### src/rtl/noc_pkg.sv
// Shared NoC packet definitions: packet/width encodings and size helpers.
package noc_pkg;

  typedef enum logic [2:0] {
    DMEM_REQ_READ     = 3'd0,
    DMEM_REQ_WRITE    = 3'd1,
    DMEM_RESP_DATA    = 3'd2,
    DMEM_RESP_WRITTEN = 3'd3,
    DMEM_RESP_BAD     = 3'd4,
    IMEM_REQ_READ     = 3'd5,
    IMEM_RESP_DATA    = 3'd6,
    IMEM_RESP_BAD     = 3'd7
  } type_packet_type;

  typedef enum logic [1:0] {
    SCR1_MEM_WIDTH_BYTE  = 2'b00,
    SCR1_MEM_WIDTH_HWORD = 2'b01,
    SCR1_MEM_WIDTH_WORD  = 2'b10,
    SCR1_MEM_WIDTH_ERROR = 2'b11
  } type_scr1_mem_width_e;

  typedef enum logic {ST_IDLE, ST_SEND} state_e;

  typedef struct packed {
    int x;
    int y;
  } xy_t;

  // Payload bytes carried by a packet; the unused width code counts as a word.
  function automatic int bytes_for(type_packet_type t, type_scr1_mem_width_e w);
    int wb;
    case (w)
      SCR1_MEM_WIDTH_BYTE:  wb = 1;
      SCR1_MEM_WIDTH_HWORD: wb = 2;
      default:              wb = 4;
    endcase
    case (t)
      DMEM_REQ_READ, IMEM_REQ_READ, IMEM_RESP_DATA: return 4;
      DMEM_RESP_DATA:                               return wb;
      DMEM_REQ_WRITE:                               return 4 + wb;
      default:                                      return 0;
    endcase
  endfunction

  // Flits needed for a payload: at least one, never more than max_flits.
  function automatic int flit_count(int nbytes, int flit_payload, int max_flits);
    int n;
    n = (nbytes * 8 + flit_payload - 1) / flit_payload;
    if (n < 1) n = 1;
    if (n > max_flits) n = max_flits;
    return n;
  endfunction

  // Linear node id to mesh coordinates.
  function automatic xy_t node_to_xy(int id, int cols);
    xy_t p;
    p.x = id % cols;
    p.y = id / cols;
    return p;
  endfunction

endpackage

### src/rtl/noc_pkt_fifo.sv
// Single-clock FIFO holding whole packet entries; head is visible combinationally.
module noc_pkt_fifo #(
  parameter int WIDTH = 8,
  parameter int DEPTH = 8
) (
  input  logic             clk,
  input  logic             rst,
  input  logic             push,
  input  logic             pop,
  input  logic [WIDTH-1:0] din,
  output logic [WIDTH-1:0] dout,
  output logic             full,
  output logic             empty
);
  localparam int AW = $clog2(DEPTH);

  logic [WIDTH-1:0] mem [DEPTH];
  logic [AW-1:0]    wr_ptr_reg;
  logic [AW-1:0]    rd_ptr_reg;
  logic [AW:0]      count_reg;
  logic             push_ok;
  logic             pop_ok;

  // A full FIFO refuses a push even when it pops in the same cycle.
  assign full    = (count_reg == (AW+1)'(DEPTH));
  assign empty   = (count_reg == '0);
  assign push_ok = push & ~full;
  assign pop_ok  = pop & ~empty;
  assign dout    = mem[rd_ptr_reg];

  // Storage write, no reset needed on the data itself.
  always_ff @(posedge clk) begin
    if (push_ok) mem[wr_ptr_reg] <= din;
  end

  // Pointer and occupancy bookkeeping.
  always_ff @(posedge clk) begin
    if (rst) begin
      wr_ptr_reg <= '0;
      rd_ptr_reg <= '0;
      count_reg  <= '0;
    end else begin
      if (push_ok) wr_ptr_reg <= wr_ptr_reg + 1'b1;
      if (pop_ok)  rd_ptr_reg <= rd_ptr_reg + 1'b1;
      if (push_ok && !pop_ok)      count_reg <= count_reg + 1'b1;
      else if (pop_ok && !push_ok) count_reg <= count_reg - 1'b1;
    end
  end

endmodule

### src/rtl/noc_flit_packetizer.sv
// Multi-channel packet queueing, round-robin packet arbitration and flit serialisation.
module noc_flit_packetizer
  import noc_pkg::*;
#(
  parameter int CHANNELS        = 2,
  parameter int NODE_ID         = 0,
  parameter int X               = 3,
  parameter int Y               = 3,
  parameter int PACKET_ID_WIDTH = 5,
  parameter int QUEUE_DEPTH     = 8,
  parameter int MAX_PAYLOAD     = 64,
  parameter int FLIT_PAYLOAD    = 8,
  localparam int COORD_W    = $clog2(X) + $clog2(Y),
  localparam int MAX_FLITS  = MAX_PAYLOAD / FLIT_PAYLOAD,
  localparam int IDX_W      = (MAX_FLITS > 1) ? $clog2(MAX_FLITS) : 1,
  localparam int FLIT_WIDTH = 1 + COORD_W + 3 + 2 + PACKET_ID_WIDTH + COORD_W + IDX_W + FLIT_PAYLOAD
) (
  input  logic                                      clk,
  input  logic                                      rst,
  input  logic [CHANNELS-1:0]                       in_valid,
  output logic [CHANNELS-1:0]                       in_ready,
  input  logic [CHANNELS-1:0][MAX_PAYLOAD-1:0]      in_payload,
  input  logic [CHANNELS-1:0][$clog2(X*Y)-1:0]      in_node_dest,
  input  logic [CHANNELS-1:0][2:0]                  in_packet_type,
  input  logic [CHANNELS-1:0][1:0]                  in_mem_width,
  input  logic [CHANNELS-1:0][PACKET_ID_WIDTH-1:0]  in_packet_id,
  output logic [FLIT_WIDTH-1:0]                     out_flit,
  output logic                                      out_valid,
  input  logic                                      out_ready,
  output logic [CHANNELS-1:0]                       err_drop
);
  localparam int XW  = $clog2(X);
  localparam int YW  = $clog2(Y);
  localparam int N_W = $clog2(MAX_FLITS + 1);
  localparam int GW  = (CHANNELS > 1) ? $clog2(CHANNELS) : 1;
  localparam logic [COORD_W-1:0] SRC_XY = {XW'(NODE_ID % X), YW'(NODE_ID / X)};

  typedef struct packed {
    logic [MAX_PAYLOAD-1:0]     payload;
    logic [COORD_W-1:0]         dest_xy;
    type_packet_type            ptype;
    type_scr1_mem_width_e       width;
    logic [PACKET_ID_WIDTH-1:0] id;
    logic [N_W-1:0]             n;
  } entry_t;

  typedef struct packed {
    logic                       last;
    logic [COORD_W-1:0]         dest_xy;
    type_packet_type            ptype;
    type_scr1_mem_width_e       width;
    logic [PACKET_ID_WIDTH-1:0] id;
    logic [COORD_W-1:0]         src_xy;
    logic [IDX_W-1:0]           idx;
    logic [FLIT_PAYLOAD-1:0]    payload;
  } flit_t;

  function automatic logic [COORD_W-1:0] xy_bits(int id);
    xy_t p;
    p = node_to_xy(id, X);
    return {XW'(p.x), YW'(p.y)};
  endfunction

  // Flit k of an entry; packets without payload send a zero payload field.
  function automatic flit_t build_flit(entry_t e, logic [IDX_W-1:0] k);
    flit_t f;
    f.last    = (int'(k) + 1 == int'(e.n));
    f.dest_xy = e.dest_xy;
    f.ptype   = e.ptype;
    f.width   = e.width;
    f.id      = e.id;
    f.src_xy  = SRC_XY;
    f.idx     = k;
    f.payload = (bytes_for(e.ptype, e.width) == 0) ? '0
              : e.payload[int'(k)*FLIT_PAYLOAD +: FLIT_PAYLOAD];
    return f;
  endfunction

  // First non-empty channel strictly after ptr, wrapping around.
  function automatic logic [GW-1:0] pick_grant(logic [CHANNELS-1:0] emp, logic [GW-1:0] ptr);
    logic [GW-1:0] g;
    int c;
    g = ptr;
    for (int i = CHANNELS; i >= 1; i--) begin
      c = (int'(ptr) + i) % CHANNELS;
      if (!emp[c]) g = GW'(c);
    end
    return g;
  endfunction

  entry_t              in_entry [CHANNELS];
  entry_t              head     [CHANNELS];
  logic [CHANNELS-1:0] full;
  logic [CHANNELS-1:0] empty;
  logic [CHANNELS-1:0] push;
  logic [CHANNELS-1:0] drop;
  logic [CHANNELS-1:0] pop_ch;
  logic [CHANNELS-1:0] err_drop_reg;

  state_e           state_reg, state_next;
  logic [GW-1:0]    grant_reg, grant_next;
  logic [GW-1:0]    rr_ptr_reg, rr_ptr_next;
  logic [IDX_W-1:0] idx_reg, idx_next;
  logic             out_valid_reg, out_valid_next;
  flit_t            out_flit_reg, out_flit_next;
  logic             pop_req;
  logic [GW-1:0]    grant_pick;
  entry_t           cur_entry;
  entry_t           pick_entry;

  genvar gi;
  generate
    for (gi = 0; gi < CHANNELS; gi++) begin : g_chan
      logic dest_ok;
      assign dest_ok = int'(in_node_dest[gi]) < X * Y;
      assign push[gi] = in_valid[gi] & ~full[gi] & dest_ok;
      assign drop[gi] = in_valid[gi] & ~full[gi] & ~dest_ok;
      assign pop_ch[gi] = pop_req && (grant_reg == GW'(gi));
      assign in_entry[gi] = '{
        payload: in_payload[gi],
        dest_xy: xy_bits(int'(in_node_dest[gi])),
        ptype:   type_packet_type'(in_packet_type[gi]),
        width:   type_scr1_mem_width_e'(in_mem_width[gi]),
        id:      in_packet_id[gi],
        n:       N_W'(flit_count(bytes_for(type_packet_type'(in_packet_type[gi]),
                                           type_scr1_mem_width_e'(in_mem_width[gi])),
                                 FLIT_PAYLOAD, MAX_FLITS))
      };

      noc_pkt_fifo #(
        .WIDTH ($bits(entry_t)),
        .DEPTH (QUEUE_DEPTH)
      ) u_fifo (
        .clk   (clk),
        .rst   (rst),
        .push  (push[gi]),
        .pop   (pop_ch[gi]),
        .din   (in_entry[gi]),
        .dout  (head[gi]),
        .full  (full[gi]),
        .empty (empty[gi])
      );
    end
  endgenerate

  assign in_ready   = ~full;
  assign err_drop   = err_drop_reg;
  assign out_valid  = out_valid_reg;
  assign out_flit   = out_flit_reg;
  assign grant_pick = pick_grant(empty, rr_ptr_reg);
  assign cur_entry  = head[grant_reg];
  assign pick_entry = head[grant_pick];

  // Drop-error pulse, one cycle after the rejected packet was accepted.
  always_ff @(posedge clk) begin
    if (rst) err_drop_reg <= '0;
    else     err_drop_reg <= drop;
  end

  // Serialiser state register; reset discards any packet in flight.
  always_ff @(posedge clk) begin
    if (rst) begin
      state_reg     <= ST_IDLE;
      grant_reg     <= '0;
      rr_ptr_reg    <= GW'(CHANNELS - 1);
      idx_reg       <= '0;
      out_valid_reg <= 1'b0;
      out_flit_reg  <= '0;
    end else begin
      state_reg     <= state_next;
      grant_reg     <= grant_next;
      rr_ptr_reg    <= rr_ptr_next;
      idx_reg       <= idx_next;
      out_valid_reg <= out_valid_next;
      out_flit_reg  <= out_flit_next;
    end
  end

  // Grant a packet in IDLE, step through its flits in SEND, pop on the last one.
  always_comb begin
    state_next     = state_reg;
    grant_next     = grant_reg;
    rr_ptr_next    = rr_ptr_reg;
    idx_next       = idx_reg;
    out_valid_next = out_valid_reg;
    out_flit_next  = out_flit_reg;
    pop_req        = 1'b0;
    case (state_reg)
      ST_IDLE: begin
        if (~&empty) begin
          grant_next     = grant_pick;
          idx_next       = '0;
          out_flit_next  = build_flit(pick_entry, '0);
          out_valid_next = 1'b1;
          state_next     = ST_SEND;
        end
      end
      ST_SEND: begin
        if (out_ready) begin
          if (int'(idx_reg) + 1 == int'(cur_entry.n)) begin
            pop_req        = 1'b1;
            rr_ptr_next    = grant_reg;
            out_valid_next = 1'b0;
            idx_next       = '0;
            state_next     = ST_IDLE;
          end else begin
            idx_next      = idx_reg + 1'b1;
            out_flit_next = build_flit(cur_entry, idx_reg + 1'b1);
          end
        end
      end
      default: state_next = ST_IDLE;
    endcase
  end

endmodule

### config.mk
export PLATFORM = sky130hd
export DESIGN_NAME = noc_flit_packetizer
export DESIGN_NICKNAME = d
export VERILOG_FILES = /design/src/rtl/noc_pkg.sv /design/src/rtl/noc_pkt_fifo.sv /design/src/rtl/noc_flit_packetizer.sv
export SDC_FILE = /design/constraint.sdc
export NUM_CORES = 1
export LEC_CHECK = 0
export ABC_AREA = 1
export CAP_MARGIN = 20
export CORE_ASPECT_RATIO = 1.2
export CORE_MARGIN = 4
export CORE_UTILIZATION = 35
export DETAILED_ROUTE_END_ITERATION = 6
export HOLD_SLACK_MARGIN = 0.08
export PLACE_DENSITY = 0.62
export SETUP_SLACK_MARGIN = 0.02
export SYNTH_ARGS = -nofsm -noshare
export SYNTH_HDL_FRONTEND = slang
export SYNTH_SLANG_ARGS = --single-unit
### constraint.sdc
create_clock -name clk -period 6.6 [get_ports clk]
set_input_delay 0.99 -clock clk [delete_from_list [all_inputs] [get_ports clk]]
set_output_delay 0.99 -clock clk [all_outputs]
set_load 0.02 [all_outputs]
==> impl_table.tex, run 1 <==
\begin{tabular}{lr}
\hline
Metric & Value \\
\hline
\multicolumn{2}{l}{\textbf{Outcome}} \\
\quad Status & finished clean \\
\multicolumn{2}{l}{\textbf{Finish}} \\
\quad Area grow syn2layout & 14.7\% \\
\quad Fraction of final layout cells with drive strength greater than 1 & 0.0572 \\
\quad Final net count & 5027 \\
\quad Summed area of non-filler cells in the final layout & between 60000 and 70000 µm² \\
\quad Most frequent cells in the layout & edfxtp\_1 (1312), nand2\_1 (1256), nand3\_1 (857) \\
\quad Max FFs per register & 1312 \\
\quad Leading cell type in the layout, fill and taps excluded & edfxtp\_1 \\
\multicolumn{2}{l}{\textbf{Drt}} \\
\quad Overall routed net length & 149000 µm \\
\quad Iteration-0 DRC count of the detailed router & about 3400 \\
\quad Number of design rule violations left after detail routing & 0 \\
\quad Remaining antenna violation count & 0 \\
\quad Number of vias per cell & 5.14 \\
\quad Mean routed wirelength per cell & 21.0 µm \\
\quad Drt first pass iters & 5 \\
\quad Via total after detailed routing & approximately 36000 \\
\multicolumn{2}{l}{\textbf{Placement}} \\
\quad Standard cell area after detailed placement & 59800 µm² \\
\quad PortBufs & 191 \\
\quad Routability congestion estimate & 0.811 \\
\quad Hpwl dp & 84900 µm \\
\quad Worst-case setup slack after placement & 2.09 ns \\
\multicolumn{2}{l}{\textbf{Worst setup path}} \\
\quad Critical path endpoint & g\_chan[1].u\_fifo.count\_reg[3] \\
\quad Worst path max stage delay & 0.84 ns \\
\quad Cell with the largest stage delay on the worst path & dfxtp\_4 \\
\quad Critical setup path kind & register to register \\
\quad Ordered list of cells on the worst path & inv\_8, nand2\_1, nand2\_1, nand2\_1, nand3\_1, nand3\_1, nand2\_1, nand2\_1, nand2\_1, nor2\_2, nand2\_2, nor2\_4, nand3\_2, ha\_1, inv\_1, ha\_1, and3\_1, a211oi\_1, nor2\_1, nor2\_1, nand2\_1, o21ai\_0, a21oi\_1 \\
\quad Most prevalent standard cell on the critical path & nand2\_1 \\
\quad Category of the worst setup path capture point & register \\
\quad Path depth of the worst reg2reg path & 23 \\
\quad Register-to-register setup slack & 2.14 ns \\
\quad Startpoint types & register \\
\quad Required time reported for the critical path endpoint & 7.23 ns \\
\quad RR Endpoint & g\_chan[1].u\_fifo.count\_reg[3] \\
\quad Arrival time of the worst setup path & 5.10 ns \\
\quad Maximum fanout along the worst path & 150 \\
\multicolumn{2}{l}{\textbf{Timing}} \\
\quad Max frequency & 0.224 GHz \\
\quad Least-Margin Pin Slew & 1.18 ns \\
\quad Post-route worst hold slack & 0.475 ns \\
\quad Total negative setup slack & 0 ns \\
\quad Hold Vio Cnt, Final & 0 \\
\quad Setup violation total in the final timing report & 0 \\
\quad Clock period minus worst slack & approximately 4.5 ns \\
\quad Final critical-path setup slack & 2.14 ns \\
\quad Final worst-path cycle share & 0.676 \\
\quad Clock skew & 0.0183 ns \\
\quad Slew HR & 0.214 \\
\quad Slew Viols, Final & 0 \\
\quad Setup repair after global routing missed its margin & false \\
\multicolumn{2}{l}{\textbf{Global routing}} \\
\quad GRT Util Overall & 0.175 \\
\quad Residual overflow from global routing & 0 \\
\quad Number of antenna violations at the first check in global routing & 43 \\
\quad Global-route wire length before repair & 223000 µm \\
\quad Largest net degree at the start of global routing & 206 \\
\quad Vias in the first global route & around 35000 \\
\multicolumn{2}{l}{\textbf{Synthesis}} \\
\quad Main combinational cell family by area after synthesis & simple AND/OR/NAND/NOR gates \\
\quad Register bit count reported by yosys & 1373 \\
\quad Number of unique standard cell types used by synthesis & 47 \\
\quad Share of cell area taken by muxes after synthesis & 0.000179 \\
\quad Synth Flop Type & edfxtp\_1 \\
\quad Cells taking the most area after synthesis & edfxtp\_1 (71\%), nand2\_1 (8.4\%), nand3\_1 (7.7\%) \\
\quad Number of enable-type register cells in the synthesized netlist & 1312 \\
\quad Sequential share of the synthesized area & 0.727 \\
\quad Post-Synthesis Cell Area & 55900 µm² \\
\quad Share of the synthesized area in the top cell type & 0.705 \\
\quad Proportion of synthesized flip-flops having asynchronous set or reset & 0 \\
\quad Synthesized area divided by synthesized cell count & 11.8 µm² \\
\quad Synth Area in Compound Gates & 0.0427 \\
\quad Cell taking the most area after synthesis & edfxtp\_1 \\
\quad Adder-cell share of the synthesized area & 0.00520 \\
\quad Post-Synth XOR/XNOR Area & 0.00157 \\
\quad Number of synthesis warnings & 0 \\
\quad Post-synthesis cell count & around 4700 \\
\quad Area share of and/or/nand/nor cells after synthesis & 0.190 \\
\multicolumn{2}{l}{\textbf{Clocking}} \\
\quad \# resized after CTS & 0 \\
\quad Clock insertion delay at the later pin of the skew report & between 0.7 and 0.8 ns \\
\quad Worst-path clk slew & 0.06 ns \\
\quad H-tree depth reported by CTS & 4 \\
\quad Max Buffers Root-to-Sink & 3 \\
\quad Number of sinks on the clock net & 1373 \\
\quad Clk root buf & clkbuf\_16 \\
\quad Cts hold-fix bufs & 0 \\
\quad CTS tree & yes \\
\quad Buffers inserted by post-CTS timing repair & 0 \\
\quad Num CTS Buffers & between 100 and 150 \\
\multicolumn{2}{l}{\textbf{Floorplan}} \\
\quad Height of the die & 446 µm \\
\quad Ports placed on the boundary & slightly below 200 \\
\quad Row Count & 160 \\
\quad Core footprint & 159000 µm² \\
\quad Overall die area & 166000 µm² \\
\quad Starting density of the core & 0.352 \\
\quad Horiz. Die Dim & 373 µm \\
\multicolumn{2}{l}{\textbf{Pwr}} \\
\quad Cell area power density & 295 nW/µm² \\
\quad P\_leak & 22.1 nW \\
\quad Peak supply drop & 0.000296 V \\
\multicolumn{2}{l}{\textbf{Min path}} \\
\quad Hold Path Class & register to register \\
\multicolumn{2}{l}{\textbf{Flow run}} \\
\quad Max-cap violations & 0 \\
\hline
\end{tabular}
## cells in the mapped netlist, types with 2 or more instances
cell type and count:
buf_1 29, nand2_1 1256, xnor2_1 2, buf_6 5
o21ai_1 21, nor3_1 2, nand4_1 7, inv_2 3
o21ai_0 229, clkbuf_1 85, nand3b_1 8, xor2_1 8
dfxtp_1 61, fa_1 2, inv_1 97, a211oi_1 9
nor2_2 2, o21a_1 5, nor2_4 2, o22ai_1 32
buf_4 37, clkinv_1 3, nand2_2 2, a21oi_1 71
nand3_1 857, o211ai_1 28, nand3_2 2, a31oi_1 10
ha_1 20, and2_1 2, nor4_1 4, buf_2 140
edfxtp_1 1312, o221ai_1 18, nor2_1 365
## cells by family after synthesis
logic type | count (synthesis)
and+or+nand+nor | 2513
DFF | 1373
AOI/OAI and AO/OA | 428
buffers and inverters | 400
adders and majority gates | 22
xor gates and xnor gates | 10
other | 1
muxes | 1
## report_power, final
group          total [mW]  leakage [nW]  internal [mW]  switching, mW
Combinational        1.62          7.68          0.491           1.13
Sequential           9.91          12.4           9.78          0.130
Clock                7.39          2.04           4.21           3.18
## worst min-delay path by stage
stage / startpoint / endpoint / slack, ns / cells past startpoint
floorplan: rr_ptr_reg / rr_ptr_reg / 0.44 / 2
global placement: rr_ptr_reg / rr_ptr_reg / 0.46 / 2
detailed placement: g_chan[1].u_fifo.rd_ptr_reg[2] / register / 0.48 / 2
CTS: g_chan[1].u_fifo.rd_ptr_reg[2] / register / 0.48 / 2
global route: g_chan[1].u_fifo.rd_ptr_reg[2] / register / 0.50 / 2
finish: g_chan[1].u_fifo.rd_ptr_reg[2] / register / 0.47 / 2
## per-stage QoR
step,instances,utilization,power [mW]
2_1_floorplan,4751,-,10.9
3_3_place_gp,6809,0.377,11.7
3_5_place_dp,6810,0.377,11.7
4_1_cts,7049,0.404,19.1
5_1_grt,7057,0.404,19.6
6_report,7074,0.404,18.9
## worst max-delay path: cells and delay by family (launching register included)
family | cells | cell delay (ns)
adders and majority gates | 2 | 0.56
DFF | 1 | 0.84
and+or+nand+nor | 16 | 1.85
AOI/OAI and AO/OA | 3 | 0.42
buffers and inverters | 2 | 0.54
## routing by layer
layer / GRT usage / share of wire / vias up
met2: 0.284 / 0.47 / 1112
met3: 0.0423 / 0.069 / 232
met5: 0 / 0.0012 / -
met1: 0.232 / 0.43 / 18000
li1: - / - / 17000
met4: 0.0541 / 0.023 / 24
## area by class of cell
type                       count  area [µm²]
fill                       14800       94500
inverter                     104         413
sequential                  1373       40600
antenna                       22        55.1
tap                         2106        2640
timing repair buffer         252        2590
clock buffer                 183        3740
multi-input combinational   2978       13500
clock inverter                56         464
No activity file was read; power rests on OpenSTA's default activity.
==> run 2, diff against run 1 <==
==> constraint.sdc (replaced) <==
create_clock -name clk -period 4.7 [get_ports clk]
set_input_delay 0.705 -clock clk [delete_from_list [all_inputs] [get_ports clk]]
set_output_delay 0.705 -clock clk [all_outputs]
set_load 0.02 [all_outputs]
==> run 2 against run 1 <==
Compared with the run above: setup slack got worse by 1.4 ns; worst hold slack improved by 0.0092 ns; sequential share of layout area decreased by 0.50 points; first-iteration DRC count increased by 2.3%; cell count increased by 0.90%; non-clock buffer count increased by 63; design area increased by 0.80%; die area unchanged; register-to-register slack got worse by 1.4 ns; critical endpoint unchanged; wire length increased by 1.3%; count of clock-buffer cells in the layout decreased by 18; global-route usage increased by 0.23 points; largest cell class unchanged.
==> impl_table.tex, run 2 (synthesis gave the netlist of run 1 again) <==
\begin{tabular}{lr}
\hline
Metric & Value \\
\hline
\multicolumn{2}{l}{\textbf{Outcome}} \\
\quad Status & finished clean \\
\multicolumn{2}{l}{\textbf{Finish}} \\
\quad Area grow syn2layout & 15.6\% \\
\quad Filler cells & 14600 \\
\quad Fraction of final layout cells with drive strength greater than 1 & 0.0685 \\
\quad Final net count & between 5000 and 6000 \\
\quad Max FFs per register & 1312 \\
\quad Summed area of non-filler cells in the final layout & roughly 65000 µm² \\
\quad Leading cell type in the layout, fill and taps excluded & edfxtp\_1 \\
\quad Most frequent cells in the layout & edfxtp\_1 (1312), nand2\_1 (1256), nand3\_1 (857) \\
\multicolumn{2}{l}{\textbf{Drt}} \\
\quad Drt first pass iters & 5 \\
\quad Overall routed net length & 151000 µm \\
\quad Number of design rule violations left after detail routing & 0 \\
\quad Number of vias per cell & 5.15 \\
\quad Remaining antenna violation count & 0 \\
\quad Mean routed wirelength per cell & between 20 and 25 µm \\
\quad Via total after detailed routing & 36800 \\
\quad Iteration-0 DRC count of the detailed router & 3489 \\
\multicolumn{2}{l}{\textbf{Timing}} \\
\quad Slew Viols, Final & 0 \\
\quad Setup repair after global routing missed its margin & false \\
\quad Total negative setup slack & 0 ns \\
\quad Slew HR & 0.307 \\
\quad Least-Margin Pin Slew & 1.04 ns \\
\quad Clock period minus worst slack & 3.94 ns \\
\quad Max frequency & 0.254 GHz \\
\quad Clock skew & 0.0314 ns \\
\quad Final worst-path cycle share & 0.838 \\
\quad Setup violation total in the final timing report & 0 \\
\quad Hold Vio Cnt, Final & 0 \\
\multicolumn{2}{l}{\textbf{Floorplan}} \\
\quad Height of the die & 446 µm \\
\quad Horiz. Die Dim & 373 µm \\
\quad Overall die area & between 150000 and 200000 µm² \\
\quad Row Count & 160 \\
\quad Starting density of the core & 0.352 \\
\quad Ports placed on the boundary & 196 \\
\quad Core footprint & 159000 µm² \\
\multicolumn{2}{l}{\textbf{Placement}} \\
\quad Hpwl dp & just over 90000 µm \\
\quad Routability congestion estimate & between 0.8 and 0.9 \\
\quad PortBufs & $\sim$190 \\
\quad Standard cell area after detailed placement & 60500 µm² \\
\multicolumn{2}{l}{\textbf{Clocking}} \\
\quad Cts hold-fix bufs & 0 \\
\quad Number of sinks on the clock net & 1373 \\
\quad CTS tree & yes \\
\quad Buffers inserted by post-CTS timing repair & 0 \\
\quad H-tree depth reported by CTS & 4 \\
\quad Worst-path clk slew & 0.07 ns \\
\quad Num CTS Buffers & 132 \\
\quad Max Buffers Root-to-Sink & 3 \\
\quad Clk root buf & clkbuf\_16 \\
\quad Clock insertion delay at the later pin of the skew report & 0.79 ns \\
\quad \# resized after CTS & 0 \\
\multicolumn{2}{l}{\textbf{Global routing}} \\
\quad Number of antenna violations at the first check in global routing & 56 \\
\quad GRT Util Overall & 0.177 \\
\quad Vias in the first global route & 35200 \\
\quad Largest net degree at the start of global routing & 183 \\
\quad Global-route wire length before repair & 225000 µm \\
\quad Residual overflow from global routing & 0 \\
\multicolumn{2}{l}{\textbf{Worst setup path}} \\
\quad Critical setup path kind & register to register \\
\quad Path depth of the worst reg2reg path & 22 \\
\quad Category of the worst setup path capture point & register \\
\quad Startpoint types & register \\
\quad Required time reported for the critical path endpoint & around 5.4 ns \\
\quad Maximum fanout along the worst path & 92 \\
\quad RR Endpoint & g\_chan[1].u\_fifo.count\_reg[3] \\
\quad Register-to-register setup slack & between 0.7 and 0.8 ns \\
\quad Arrival time of the worst setup path & 4.60 ns \\
\quad Critical path endpoint & g\_chan[1].u\_fifo.count\_reg[3] \\
\multicolumn{2}{l}{\textbf{Pwr}} \\
\quad Cell area power density & 407 nW/µm² \\
\quad P\_leak & 22.4 nW \\
\quad Peak supply drop & 0.000410 V \\
\multicolumn{2}{l}{\textbf{Min path}} \\
\quad Hold Path Class & register to register \\
\multicolumn{2}{l}{\textbf{Flow run}} \\
\quad Max-cap violations & 0 \\
\hline
\end{tabular}
## run 2: cell types whose count changed in the layout (fill, tap and decap cells not counted), sizes merged
| cell | before | now |
|---|---|---|
| inv | 108 | 114 |
| clkbuf | 184 | 165 |
| bufinv | 6 | 3 |
| clkinv | 43 | 54 |
| clkinvlp | 3 | 4 |
| diode | 22 | 26 |
| buf | 60 | 124 |
## run 2: metrics by stage
step / total power, mW / instances / hold slack [ns] / util / worst slack, ns
floorplan: 15.3 / 4751 / 0.443 / - / -0.642
detailed placement: 16.5 / 6875 / 0.467 / 0.382 / 0.781
global placement: 16.4 / 6875 / 0.465 / 0.382 / 0.838
global route: 27.2 / 7121 / 0.510 / 0.407 / 0.293
finish: 26.3 / 7138 / 0.484 / 0.407 / 0.764
CTS: 26.5 / 7111 / 0.456 / 0.407 / 0.769
## run 2: report_power, final
part	switching (mW)	leakage, nW	internal, mW
Clock	4.57	1.96	5.47
Combinational	1.60	8.06	0.716
Sequential	0.181	12.4	13.7
## run 2: how the worst min path moves through the flow
stage / depth (start not counted) / slack, ns / start / endpoint
after detailed placement: 2 / 0.47 / rr_ptr_reg / rr_ptr_reg
after global routing: 3 / 0.51 / in_valid[1] / err_drop[1]
final: 2 / 0.48 / rr_ptr_reg / rr_ptr_reg
after CTS: 3 / 0.46 / in_valid[0] / err_drop[0]
after floorplan: 2 / 0.44 / rr_ptr_reg / rr_ptr_reg
after global placement: 2 / 0.47 / rr_ptr_reg / rr_ptr_reg
## run 2: cell type report
| type | instances | area, µm² | area share |
|---|---|---|---|
| sequential | 1373 | 40600 | 0.629 |
| timing repair buffer | 315 | 3270 | 0.0506 |
| antenna | 26 | 65.1 | 0.00101 |
| inverter | 104 | 413 | 0.00639 |
| multi-input combinational | 2978 | 13500 | 0.210 |
| tap | 2106 | 2640 | 0.0408 |
| clock inverter | 71 | 567 | 0.00877 |
| clock buffer | 165 | 3470 | 0.0537 |
## run 2: critical path: stages, from the launching register on
cell      delay, ns
dfxtp_4        0.47
inv_8          0.42
nand2_1        0.10
nand2_1        0.08
nand2_1        0.05
nand3_1        0.10
nand3_1        0.18
nand3_1        0.17
nand2_1        0.08
nor2_2         0.14
nand2_2        0.12
nor2_4         0.23
nand3_2        0.15
ha_1           0.27
inv_1          0.12
ha_1           0.27
and3_1         0.18
a211oi_1       0.25
nor2_1         0.08
nor2_1         0.09
nand2_1        0.06
o21ai_0        0.14
a21oi_1        0.05
## run 2: metal layers
layer / part of all wire / global-route usage / vias up
li1: - / - / 17200
met1: 0.43 / 0.237 / 18000
met3: 0.075 / 0.0423 / 267
met5: 0.0016 / 0 / -
met2: 0.47 / 0.285 / 1283
met4: 0.026 / 0.0559 / 34
==> RTL change (config.mk and constraints of run 2) <==
Change the parameter `X` from 3 to 6.
--- a/src/rtl/noc_flit_packetizer.sv
+++ b/src/rtl/noc_flit_packetizer.sv
@@ -4,7 +4,7 @@
 #(
   parameter int CHANNELS        = 2,
   parameter int NODE_ID         = 0,
-  parameter int X               = 3,
+  parameter int X               = 6,
   parameter int Y               = 3,
   parameter int PACKET_ID_WIDTH = 5,
   parameter int QUEUE_DEPTH     = 8,
Ports: changed (resized in_node_dest and out_flit); port bits go from 196 to 200. No check against the original RTL was run, so the function may have changed too.
==> RTL change against run 2 <==
- design area grew 1.1%
- sequential cell count increased by 17
- synthesized cell count is 0.57% higher
- wire length is 1.5% higher
- cell count is 0.21% higher
- setup slack better by 200 ps
- synthesized area grew 1.3%
- maximum frequency is 5.3% higher
- power is 2.2% higher
- sequential share of layout area up 0.11 points
- critical path type unchanged
- largest cell class unchanged
- largest power group unchanged
- highest routed layer unchanged
==> RTL change: results (changes against run 2) <==
Outcome
  • Status: complete, no violations

Global routing
  • Initial antenna violation count: 51 (-8.9%)
  • First-pass GRT wire length: 227000 um (+0.56%)
  • M3 GR Usage: 4.26% (+0.022 points)
  • Met1 GRT Util: 23.3% (-0.44 points)
  • Largest net degree at the start of global routing: 165 (-9.8%)
  • Vias in the first global route: 35100 (-0.097%)
  • M2 GR Usage: 29.0% (+0.47 points)

Setup path
  • Maximum fanout along the worst path: 52 (-43%)
  • Critical path data arrival time: 4380 ps (-220 ps)
  • Slowest stage delay, CP: 750 ps (+280 ps)

Detailed routing
  • Wire length per cell: 21.4 um (+1.2%)
  • Drt initial violations: 3417 (-2.1%)
  • Vias: 36700 (-0.17%)
  • Top routing layer used: met5
  • Met1 WL: 63300 um (-1.5%)
  • Met2 wire length: 73000 um (+3.1%)
  • DR WL met3: 12100 um (+6.7%)

Clocking
  • Total CTS buffers: 135 (+2.3%)
  • Skew-Pair Late Insertion Delay: 760 ps (-30 ps)

Timing
  • Clk_skew: 25.6 ps (-5.75 ps)
  • Worst Max-Slew Pin Slew: 1070 ps (+26.5 ps)

Pwr
  • Max VDD drop: 0.279 mV (-32%)
  • Sw Pwr: 0.00626 W (-1.4%)

Synthesis
  • Library cells used by synthesis: 44 (-6.4%)
  • Most area-consuming cells after synthesis: edfxtp_1 70%, nand2_1 8.2%, nand3_1 7.7%
  • Post-Synthesis Cells: 4775 (+0.57%)
  • Sequential fraction of the synthesis area: 72.7% (about the same)
  • Number of flops mapped to enable cells by yosys: 1328 (+1.2%)

Place
  • Placed Cells: 6888 (+0.19%)
  • Number of port buffers: 194 (+1.6%)
  • RD Place Congestion: 0.806 (-1.9%)

Final layout
  • Final Non-Filler Cells: 7153 (+0.21%)
  • Layout cells sized above 1: 6.70% (-0.15 points)
  • Max reg flops: 1328 (+1.2%)
  • NumNets Final: 5086 (-0.020%)
[RTL change: cell count changes in the layout (fill, tap and decap cells not counted), moves of 10 or more]
cell,change
o21ai_1,+11
nand2_1,-25
o21ai_0,-10
or2_1,+10
clkinv_2,+11
nand3_1,+11
clkinv_1,-12
edfxtp_1,+16
buf_4,-31
[RTL change: power groups by stage]
stage               clock (W)  combinational, W  sequential (W)
floorplan                   0           0.00114          0.0143
global placement            0           0.00222          0.0143
detailed placement          0           0.00225          0.0143
CTS                    0.0107           0.00226          0.0140
global route           0.0112           0.00246          0.0141
finish                 0.0105           0.00226          0.0140
[RTL change: path summary, 6_finish.rpt]
path / end / startpoint / slack (ps)
min: out_flit[16] / out_flit[16] / 460
max: g_chan[1].u_fifo.count_reg[3] / flop / 960
min reg2reg: out_flit[16] / out_flit[16] / 460
max reg2reg: g_chan[1].u_fifo.count_reg[3] / flop / 960
[RTL change: logic make-up (layout without fill, tap and decap cells)]
kind of cell | count (synthesis) | in the layout | share of synthesized area [%]
xor+xnor | 12 | 12 | 0.186
fa+ha+maj | 15 | 15 | 0.358
buf+inv | 402 | 638 | 3.60
flops | 1390 | 1390 | 72.7
compound gates | 440 | 440 | 4.31
simple gates | 2515 | 2515 | 18.9
other cells | 1 | 24 | 0.00663
[RTL change: cell type report]
class | instances | area, sq um
Fill cell | 14700 | 95300
Sequential cell | 1390 | 41100
Multi-Input combinational cell | 2987 | 13600
Clock buffer | 176 | 3640
Timing Repair Buffer | 293 | 3190
Tap cell | 2119 | 2650
Clock inverter | 68 | 619
Inverter | 101 | 400
Antenna cell | 19 | 47.5
[RTL change: metrics by stage]
stage,setup WS [ps],setup TNS [ps]
finish,960,0
global route,541,0
CTS,932,0
detailed placement,941,0
global placement,946,0
floorplan,-697,-231400
